$ cat src/rtl/instr_fetch_ctrl_if.sv
// Fetch-side bus: ROM address/data plus the decode valid/ready handshake and
// the execute redirect request.
interface instr_fetch_ctrl_if #(
  parameter int ADDR_W = 10,
  parameter int DATA_W = 32
);
  logic [ADDR_W-1:0] addra;
  logic [DATA_W-1:0] douta;
  logic [DATA_W-1:0] instr;
  logic [ADDR_W-1:0] instr_pc;
  logic              instr_valid;
  logic              instr_ready;
  logic              redirect_valid;
  logic [ADDR_W-1:0] redirect_addr;

  modport master (
    output addra, instr, instr_pc, instr_valid,
    input  douta, instr_ready, redirect_valid, redirect_addr
  );

  modport slave (
    input  addra, instr, instr_pc, instr_valid,
    output douta, instr_ready, redirect_valid, redirect_addr
  );
endinterface

$ cat src/rtl/instr_fetch_ctrl.sv
// Instruction fetch sequencer for KGP-RISC: owns the PC, drives the
// synchronous instruction ROM and presents fetched words to decode.
module instr_fetch_ctrl #(
  parameter int                ADDR_W   = 10,
  parameter int                DATA_W   = 32,
  parameter logic [ADDR_W-1:0] RESET_PC = '0,
  parameter int                CNT_W    = 16
) (
  input  logic              clka,
  input  logic              rst,
  input  logic              start,
  input  logic              halt_req,
  instr_fetch_ctrl_if.master bus,
  output logic [1:0]        state,
  output logic [CNT_W-1:0]  fetch_count
);

  typedef enum logic [1:0] {
    IDLE = 2'd0,
    RUN  = 2'd1,
    HALT = 2'd2
  } state_t;

  state_t            cur;
  logic [ADDR_W-1:0] pc;
  logic [ADDR_W-1:0] f1_pc;
  logic              f1_valid;
  logic              xfer;
  logic              issue;
  logic [DATA_W-1:0] word;

  assign word            = bus.douta;
  assign bus.instr       = word;
  assign bus.instr_pc    = f1_pc;
  assign bus.instr_valid = f1_valid & ~bus.redirect_valid & (cur == RUN);
  assign xfer            = bus.instr_valid & bus.instr_ready;
  assign issue           = ~f1_valid | xfer;
  assign state           = cur;

  // Holding on f1_pc makes the ROM re-read the presented word, so instr stays stable.
  always_comb begin
    bus.addra = f1_pc;
    case (cur)
      IDLE: bus.addra = pc;
      RUN: begin
        if (halt_req)
          bus.addra = f1_pc;
        else if (bus.redirect_valid)
          bus.addra = bus.redirect_addr;
        else if (issue)
          bus.addra = pc;
        else
          bus.addra = f1_pc;
      end
      default: bus.addra = f1_pc;
    endcase
  end

  always_ff @(posedge clka) begin
    if (rst) begin
      cur         <= IDLE;
      pc          <= RESET_PC;
      f1_pc       <= RESET_PC;
      f1_valid    <= 1'b0;
      fetch_count <= '0;
    end else begin
      if (xfer && (fetch_count != '1))
        fetch_count <= fetch_count + CNT_W'(1);

      case (cur)
        IDLE: begin
          f1_valid <= 1'b0;
          if (bus.redirect_valid)
            pc <= bus.redirect_addr;
          if (start)
            cur <= RUN;
        end
        RUN: begin
          if (halt_req) begin
            cur      <= HALT;
            f1_valid <= 1'b0;
          end else if (bus.redirect_valid) begin
            f1_pc    <= bus.redirect_addr;
            f1_valid <= 1'b1;
            pc       <= bus.redirect_addr + ADDR_W'(1);
          end else if (issue) begin
            f1_pc    <= pc;
            f1_valid <= 1'b1;
            pc       <= pc + ADDR_W'(1);
          end
        end
        HALT: begin
          f1_valid <= 1'b0;
        end
        default: begin
          cur      <= IDLE;
          f1_valid <= 1'b0;
        end
      endcase
    end
  end

endmodule

$ cat src/flat_wrapper.sv
// flat-port wrapper written by rule: the top's interface ports become plain ports
module instr_fetch_ctrl_flat 
#(
  parameter int                ADDR_W   = 10,
  parameter int                DATA_W   = 32,
  parameter logic [ADDR_W-1:0] RESET_PC = '0,
  parameter int                CNT_W    = 16
)
  (clka, rst, start, halt_req, state, fetch_count, bus_addra, bus_instr, bus_instr_pc, bus_instr_valid, bus_douta, bus_instr_ready, bus_redirect_valid, bus_redirect_addr);
  instr_fetch_ctrl_if #(.ADDR_W(ADDR_W), .DATA_W(DATA_W)) bus_i ();
  input  logic clka;
  input  logic rst;
  input  logic start;
  input  logic halt_req;
  output logic [1:0] state;
  output logic [CNT_W-1:0] fetch_count;
  output wire logic [$bits(bus_i.addra)-1:0] bus_addra;
  output wire logic [$bits(bus_i.instr)-1:0] bus_instr;
  output wire logic [$bits(bus_i.instr_pc)-1:0] bus_instr_pc;
  output wire logic [$bits(bus_i.instr_valid)-1:0] bus_instr_valid;
  input wire logic [$bits(bus_i.douta)-1:0] bus_douta;
  input wire logic [$bits(bus_i.instr_ready)-1:0] bus_instr_ready;
  input wire logic [$bits(bus_i.redirect_valid)-1:0] bus_redirect_valid;
  input wire logic [$bits(bus_i.redirect_addr)-1:0] bus_redirect_addr;
  assign bus_addra = bus_i.addra;
  assign bus_instr = bus_i.instr;
  assign bus_instr_pc = bus_i.instr_pc;
  assign bus_instr_valid = bus_i.instr_valid;
  assign bus_i.douta = bus_douta;
  assign bus_i.instr_ready = bus_instr_ready;
  assign bus_i.redirect_valid = bus_redirect_valid;
  assign bus_i.redirect_addr = bus_redirect_addr;
  instr_fetch_ctrl #(.ADDR_W(ADDR_W), .DATA_W(DATA_W), .RESET_PC(RESET_PC), .CNT_W(CNT_W)) u_core (.clka(clka), .rst(rst), .start(start), .halt_req(halt_req), .bus(bus_i), .state(state), .fetch_count(fetch_count));
endmodule
$ cat config.mk
export PLATFORM = sky130hd
export DESIGN_NAME = instr_fetch_ctrl_flat
export DESIGN_NICKNAME = d
export VERILOG_FILES = /design/src/rtl/instr_fetch_ctrl_if.sv /design/src/rtl/instr_fetch_ctrl.sv /design/src/flat_wrapper.sv
export SDC_FILE = /design/constraint.sdc
export NUM_CORES = 1
export LEC_CHECK = 0
export ABC_CLOCK_PERIOD_IN_PS = 2850
export CAP_MARGIN = 0
export CORE_ASPECT_RATIO = 2
export CORE_MARGIN = 4
export CORE_UTILIZATION = 44
export CTS_CLUSTER_SIZE = 24
export DETAILED_ROUTE_END_ITERATION = 10
export PLACE_DENSITY = 0.9
export SLEW_MARGIN = 40
export SYNTH_ARGS = -nofsm -noshare
export SYNTH_HDL_FRONTEND = slang
export SYNTH_SLANG_ARGS = --single-unit
$ cat constraint.sdc
create_clock -name clka -period 2.85 [get_ports clka]
set_clock_uncertainty 0.2 [all_clocks]
set_input_delay 0.57 -clock clka [delete_from_list [all_inputs] [get_ports clka]]
set_output_delay 0.57 -clock clka [all_outputs]
set_load 0.03 [all_outputs]
# Yosys cells after proc, flatten, opt, wreduce, memory -nomap -nowiden
# Index checks and enable logic that the tools add are counted.
# op_classes
addsub,3
eq_ne,8
mux,14
n_bitwise,8
reduce_logical,7
# op_table
cell,n
two-way mux 10 bit,7
one-hot mux 10 bit (2 select lines),2
"adder 10 x 1 -> 10 bit, second input constant",2
"adder 16 x 1 -> 16 bit, second input constant",1
"inequality test 16 bit, second input constant",1
"inequality test 2 bit, second input constant",4
one-hot mux 2 bit (3 select lines),1
two-way mux 2 bit,2
inverter 1 bit,4
AND reduction 4 bit,1
nonzero test 2 bit,2
AND 1 bit,3
"inequality test 3 x 2 -> 1 bit, second input constant",1
AND reduction 3 bit,1
OR reduction 3 bit,1
"equality test 2 x 1 -> 1 bit, second input constant",1
"equality test 2 bit, second input constant",1
logical NOT 2 bit,1
two-way mux 1 bit,2
logical AND 1 bit,1
bitwise OR 1 bit,1
# totals
reg_bits,39
input_bits,48
out_inout_bits,71
wordCells,45

# Longest topological paths before layout
# Gate-level depths: netlist of run 1.
# depth
word_depth,9
depth_mapped,10
depth_no_buf,8

# Worst setup path before layout of run 1
# OpenSTA, ideal clock, no wires.
# synth_timing
path_kind,input to output
startpoint,input port bus_redirect_valid
endpoint,output port bus_addra[3]
t_arrival_ps,2101
t_required_ps,2080
setup_slack_ps,-21
cell_stages,6
n_path_buf,2
cell_sequence,buf_6 -> and4bb_4 -> nor2b_1 -> buf_2 -> mux2i_1 -> o21ai_0
# synth_via
elab_chain_cells,9
# synth_rtl
item,line_no,source
"start, declared",flat_wrapper.sv:23,input wire logic [$bits(bus_i.redirect_valid)-1:0] bus_redirect_valid;
inverter 1 bit,instr_fetch_ctrl.sv:35,assign bus.instr_valid = f1_valid & ~bus.redirect_valid & (cur == RUN);
AND 1 bit (2 in series),instr_fetch_ctrl.sv:35,
AND 1 bit,instr_fetch_ctrl.sv:36,assign xfer = bus.instr_valid & bus.instr_ready;
bitwise OR 1 bit,instr_fetch_ctrl.sv:37,assign issue = ~f1_valid | xfer;
two-way mux 10 bit,--,
two-way mux 10 bit (*) (2 in series),--,
one-hot mux 10 bit (2 select lines) (*),instr_fetch_ctrl.sv:43,case (cur)
"end, declared",flat_wrapper.sv:17,output wire logic [$bits(bus_i.addra)-1:0] bus_addra;
# Mark *: on every way between the ends. The rest lies on a longest branch, timed or not.

# Worst setup path after layout of run 1
# layout_timing
startpoint,input port bus_instr_ready
endpoint,output port bus_addra[3]
# layout_via
elab_chain_cells,6
# layout_rtl
item,line_no,source
"start, declared",flat_wrapper.sv:22,input wire logic [$bits(bus_i.instr_ready)-1:0] bus_instr_ready;
AND 1 bit,instr_fetch_ctrl.sv:36,
bitwise OR 1 bit,instr_fetch_ctrl.sv:37,
two-way mux 10 bit (3 in series),--,
one-hot mux 10 bit (2 select lines),instr_fetch_ctrl.sv:43,
# No other way between the ends.

==> out/metrics.cfg, run 1 <==
[worst_setup_path]
end_kind=output pin
start_kind=input port
critPathMaxStageDelay_ns=0.26
arrival_ns=2.04
path_class=in -> out
path_common_cell=buf_4
crit_family=buffers and inverters
slowest_stage=dlygate4sd2_1
critPathBufInv=4
crit_path_cell_trace=dlygate4sd2_1, and4bb_4, buf_4, nor2b_4, buf_6, mux2i_2, o21ai_1, buf_4
required_ns=2.08
worst-path-max-fanout=8

[pwr]
p_sw_share_pct=30.7
powerDensity_nw_per_um2=460
internal_power_uw=1190
power_leakage_uw=0.00133
power.net_switching_uw=526
irDropWorstVdd_mv=0.407
seqPwrFrac_pct=35.5
power_uw=1710
comb_power_share_pct=24.2
clkPwrFrac_pct=40.2

[clocking]
cts_hold_buf=0
cts_max_level=2
numCtsBuffers=5
cts_root_buffer=clkbuf_16
clock_path_buffers=2
clk_pin_slew_worst_paths_ns=0.07
cts_tree=done
insertion_delay_ns=0.30
cts_sinks=39

[yosys]
synth_area_per_cell_sq_um=7.54
ys_seq_area_share_pct=26.1
synth_largest_area_cell=dfxtp_1
synth_nets=447
async_flop_share_pct=0
synth_area_sq_um=2990
yosys-top-cells-area=dfxtp_1 (26%), buf_4 (8.8%), nand2_1 (6.1%)
synth_cell_types=53
synth_edf_count=0
synth-main-ff-cell=dfxtp_1
synth_warnings=0
synth_seq_cells=39
syn_inst=397
yosysTopAreaCellShare_pct=26.1

[detailed_routing]
ant_nets=0
drtIter0Drc=309
drt_first_pass_iters=5
drt-total-wl_microns=9230
vias=3157
wl_per_cell_microns=17.7
vias_per_cell=6.06
drc=0

[die]
die_x_microns=66.3
dieHeight_microns=125
start_util_pct=45.2
rows=42
dieArea_sq_um=8270
io_pins=119
coreArea_sq_um=6620

[grt]
grt_max_degree=43
antenna_found_initial=0
grt_pass1_wl_microns=15100
grt.total_usage_pct=22.9
grt_overflow_total=0
grt_pass1_vias=3231

[sta]
grt_setup_unrepaired=no
timing.final.crit_period_ns=2.81
slew_headroom_pct=54.8
maxSlewViolCount=0
timing.hold.ws_ns=0.336
hold_violations=0
fmax_ghz=0.356
setup_tns_ns=0
finalSetupViolations=0
finalCritPeriodShare_pct=98.4
tightest_slew_ns=0.676

[status]
status=finished clean

[job]
cap_violations=0

[place]
port_buffers=54
gp_congestion=0.911
dp.cells=513
place_hpwl_microns=6830

[finish]
final_common_cell=nand2_1
layout_common_cells=nand2_1 (49), clkdlybuf4s50_1 (40), buf_4 (38), dfxtp_1 (38), nor2_1 (31)
diodes=0
finalNetCount=482
area_delta_synth_final_pct=24.4
post_layout_nonfiller_instances=521
drive_gt1_share_pct=16.9

[hold_path]
min_path_type=reg -> reg

## worst reg2reg max path, cell delays in order, from the launching register on
cell and delay [ns]:
dfxtp_1 0.41, mux2i_1 0.13, inv_1 0.09, ha_1 0.24, inv_1 0.10, a221oi_1 0.33, xnor2_1 0.17, nand2_1 0.06
a311oi_1 0.25
## final timing paths
kind	start	end	slack (ns)	cells after the start
hold / removal	u_core.bus.instr_pc[8]$_SDFFE_PP0N_	u_core.bus.instr_pc[8]$_SDFFE_PP0N_	0.34	2
hold reg to reg	u_core.bus.instr_pc[8]$_SDFFE_PP0N_	u_core.bus.instr_pc[8]$_SDFFE_PP0N_	0.34	2
setup reg to reg	u_core.pc[1]$_SDFFE_PP0P_	u_core.pc[6]$_SDFFE_PP0P_	0.78	8
setup / recovery	bus_instr_ready	bus_addra[3]	0.04	8
## per-stage QoR
| step | instance area (sq um) | setup slack [ns] | util, % |
|---|---|---|---|
| global route | 3720 | 0.0225 | 56.2 |
| finish | 3720 | 0.0447 | 56.2 |
| global placement | 3500 | -0.449 | 52.8 |
| CTS | 3680 | 0.00169 | 55.6 |
| detailed placement | 3500 | -0.500 | 52.8 |
| floorplan | 2990 | 0.182 | - |
## cell type report
cell class	instances	area, sq um
timing repair buffer	86	771
tap	88	110
sequential	39	782
clock inverter	2	38.8
inverter	4	15.0
clock buffer	6	139
multi-input combinational	296	1870
fill	604	2900
## logic make-up (layout without fill, tap and decap cells)
family                   after synthesis  in the layout  share of synthesized area (%)
multiplexers                          16             16                           5.52
XOR/XNOR                              21             21                           6.14
adder cells (fa/ha/maj)                2              2                          0.836
flip-flops                            39             39                           26.1
AND/OR/NAND/NOR                      161            161                           28.6
buffers and inverters                 62             98                           12.7
AO/OA/AOI/OAI                         96             96                           20.1
## Yosys cell counts, drive strengths merged, types with 3 or more instances
master / count
dfxtp: 39
o22ai: 4
a21oi: 25
inv: 4
a22o: 8
a211oi: 4
and4: 3
mux2: 4
a31oi: 9
nor3: 9
o21ai: 28
nor2b: 5
nand3: 20
mux2i: 12
nor4: 3
a311oi: 4
nor4b: 4
buf: 43
clkbuf: 15
xnor2: 18
a22oi: 4
nor3b: 4
nor2: 32
nand2b: 13
nand4: 8
nand3b: 3
xor2: 3
nand2: 50
## layer usage
metal / track usage [%] / part of all wire (%) / routed length (microns)
met1: 22.5 / 34 / 3100
met2: 40.5 / 55 / 5080
met3: 5.32 / 7.1 / 652
met4: 15.2 / 4.4 / 404
met5: 0 / 0 / 0
## timing repair
| action | in CTS | in global routing |
|---|---|---|
| setup buffers | 0 | 0 |
| pin swaps | 3 | 0 |
| endpoints found under the setup margin | 11 | 9 |
| resized for setup | 12 | 13 |
## power by group through the flow
| stage | Clock, uW | Sequential [uW] | Combinational, uW |
|---|---|---|---|
| floorplan | 0 | 614 | 327 |
| global placement | 0 | 613 | 393 |
| detailed placement | 0 | 616 | 403 |
| CTS | 693 | 603 | 406 |
| global route | 717 | 612 | 445 |
| finish | 690 | 608 | 415 |
## state kept, by name (all words and copies together) (netlist names)
signal and cells:
u_core.pc 10, u_core.fetch_count 16, u_core.f1_valid 1, u_core.bus.instr_pc 10
u_core.state 2
Note: power is estimated with default switching activity, not from simulation.
==> run 2, diff against run 1 <==
Settings changed: ABC_AREA set to 1, ABC_CLOCK_PERIOD_IN_PS 2850 to 3000.
Clock period 2.85 ns to 3 ns, I/O delays scaled along.
==> run 2 against run 1 <==
Effect of this change:
- die area decreased by 1.8%
- non-clock buffer count is 22 lower
- setup slack better by 0.13 ns
- cell area down 6.8%
- sequential share of layout area increased by 1.5 points
- clock power is 8.7% lower
- total power decreased by 7.2%
- highest routed layer unchanged
==> out/metrics.cfg, run 2 <==
[status]
status=finished clean

[die]
dieHeight_microns=124
dieArea_sq_um=8120
coreArea_sq_um=6410
rows=41
start_util_pct=45.8
io_pins=119
die_x_microns=65.8

[sta]
fmax_ghz=0.354
hold_violations=0
maxSlewViolCount=0
setup_tns_ns=0
grt_setup_unrepaired=no
finalCritPeriodShare_pct=94.2
timing.final.crit_period_ns=2.83
tightest_slew_ns=0.596
slew_headroom_pct=60.2
finalSetupViolations=0

[worst_setup_path]
required_ns=2.20
slowest_stage=clkdlybuf4s50_1
path_class=in -> out
start_kind=input port
reg2reg_slack_ns=0.84
critPathMaxStageDelay_ns=0.51
crit_path_cell_trace=clkdlybuf4s50_1, nand2_2, buf_4, nand3_1, nand3_1, nand2_1, nand2_1, o211ai_1, buf_4
arrival_ns=2.03
rr_worst_depth=8
r2r-start=u_core.fetch_count[0]$_SDFFE_PP0P_
critPathBufInv=3
crit_family=buffers and inverters
rr_endpoint=u_core.fetch_count[3]$_SDFFE_PP0P_
critPathLaunch=bus_instr_ready
end_kind=output pin
worst-path-max-fanout=10

[finish]
drive_gt1_share_pct=12.4
stdcell_area_sq_um=3470
finalNetCount=533
final_common_cell=nand2_1
largest-register=u_core.fetch_count
largest_reg_flops=16
layout_common_cells=nand2_1 (124), inv_1 (50), a21oi_1 (48)
area_delta_synth_final_pct=18.2
diodes=0

[yosys]
synth_cell_types=38
synth_warnings=0
synth_seq_cells=39
synth_most_common_cell=nand2_1
yosys-top-cells-area=dfxtp_1 (27%), nand2_1 (16%), buf_4 (8.4%)
synth-main-ff-cell=dfxtp_1
synth_largest_area_cell=dfxtp_1
yosysTopAreaCellShare_pct=26.6
synth_area_per_cell_sq_um=6.34
synth_nets=513
ys_seq_area_share_pct=26.6
synth_area_sq_um=2940
synth_edf_count=0
synthTopCellsByCount=nand2_1 (124), inv_1 (50), a21oi_1 (48), dfxtp_1 (39), buf_4 (33)
async_flop_share_pct=0
syn_inst=463

[pwr]
irDropWorstVdd_mv=0.235
power_leakage_uw=0.00144
powerDensity_nw_per_um2=458

[job]
cap_violations=0

[clocking]
insertion_delay_ns=0.28
clk_pin_slew_worst_paths_ns=0.06
cts_max_level=2
cts_hold_buf=0
clock_path_buffers=2
numCtsBuffers=5
cts_tree=done
cts_sinks=39
cts_root_buffer=clkbuf_16

[grt]
grt.total_usage_pct=21.4
grt_overflow_total=0
grt_max_degree=33
grt_pass1_wl_microns=13700
antenna_found_initial=0
grt_pass1_vias=3047

[detailed_routing]
vias=3092
wl_per_cell_microns=14.7
drt-total-wl_microns=8400
drc=0
drtIter0Drc=252
vias_per_cell=5.42
ant_nets=0
drt_first_pass_iters=5

[hold_path]
min_from=u_core.bus.instr_pc[6]$_SDFFE_PP0N_
min_path_type=reg -> reg
min_to=u_core.bus.instr_pc[6]$_SDFFE_PP0N_
worstHoldPathCells=2

[place]
port_buffers=54
place_hpwl_microns=6010
dpl_cell_area_sq_um=3290
gp_congestion=0.920

## run 2: timing repair
item / 4_1_cts / 5_1_grt
endpoints found under the setup margin: 0 / 10
endpoints found under the hold margin: 0 / 0
resized for setup: 0 / 2
setup buffers: 0 / 0
## run 2: per-stage QoR
stage / hold slack [ns] / setup slack (ns) / instances / utilization [%] / total power (uW)
global placement: 0.264 / 0.0779 / 562 / 51.3 / 953
global route: 0.318 / 0.0897 / 570 / 54.1 / 1650
floorplan: 0.257 / 0.299 / 463 / - / 907
finish: 0.289 / 0.174 / 570 / 54.1 / 1590
detailed placement: 0.283 / 0.0357 / 562 / 51.3 / 964
CTS: 0.292 / 0.0229 / 570 / 54.0 / 1590
## run 2: worst max-delay path by stage
| stage | endpoint | depth (start not counted) |
|---|---|---|
| detailed placement | bus_addra[4] | 10 |
| global route | bus_addra[4] | 9 |
| finish | bus_addra[4] | 9 |
| global placement | bus_addra[4] | 10 |
| floorplan | bus_addra[6] | 11 |
| CTS | bus_addra[4] | 10 |
## run 2: area by class of cell
type,instances,area (sq um)
clock buffers,6,139
clock inverters,2,35.0
fillers,599,2940
inverters,54,209
multi-input cells,319,1610
flip-flops and latches,39,781
well taps,86,108
repair buffers,64,591
## run 2: cells by family after synthesis
logic type | share of synthesized area [%]
AO/OA/AOI/OAI | 17.0
XOR/XNOR | 3.28
adder cells (fa/ha/maj) | 0.852
buffers and inverters | 18.8
flip-flops | 26.6
AND/OR/NAND/NOR | 33.5
## run 2: tightest hold or removal path: stages, from the launching register on
cell     delay (ns)
dfxtp_1        0.32
nand2_1        0.06
a21oi_1        0.06
## run 2: routing by layer
metal  vias up  global-route usage (%)  wire (microns)
li1       1490                       -               -
met1      1410                    21.2            2940
met2       142                    38.2            4340
met3        50                    4.64             612
met4         0                    15.5             508
met5         -                       0               0
## run 2: where the power goes
| group | internal, uW | switching, uW |
|---|---|---|
| clock | 414 | 217 |
| sequential | 545 | 27.9 |
| combinational | 138 | 250 |
==> run 3, diff against run 2 <==
Settings changed: CAP_MARGIN 0 to 25, HOLD_SLACK_MARGIN set to 0.12.
==> results of run 3 <==
No change in the layout: final DEF, timing and power equal those of run 2.
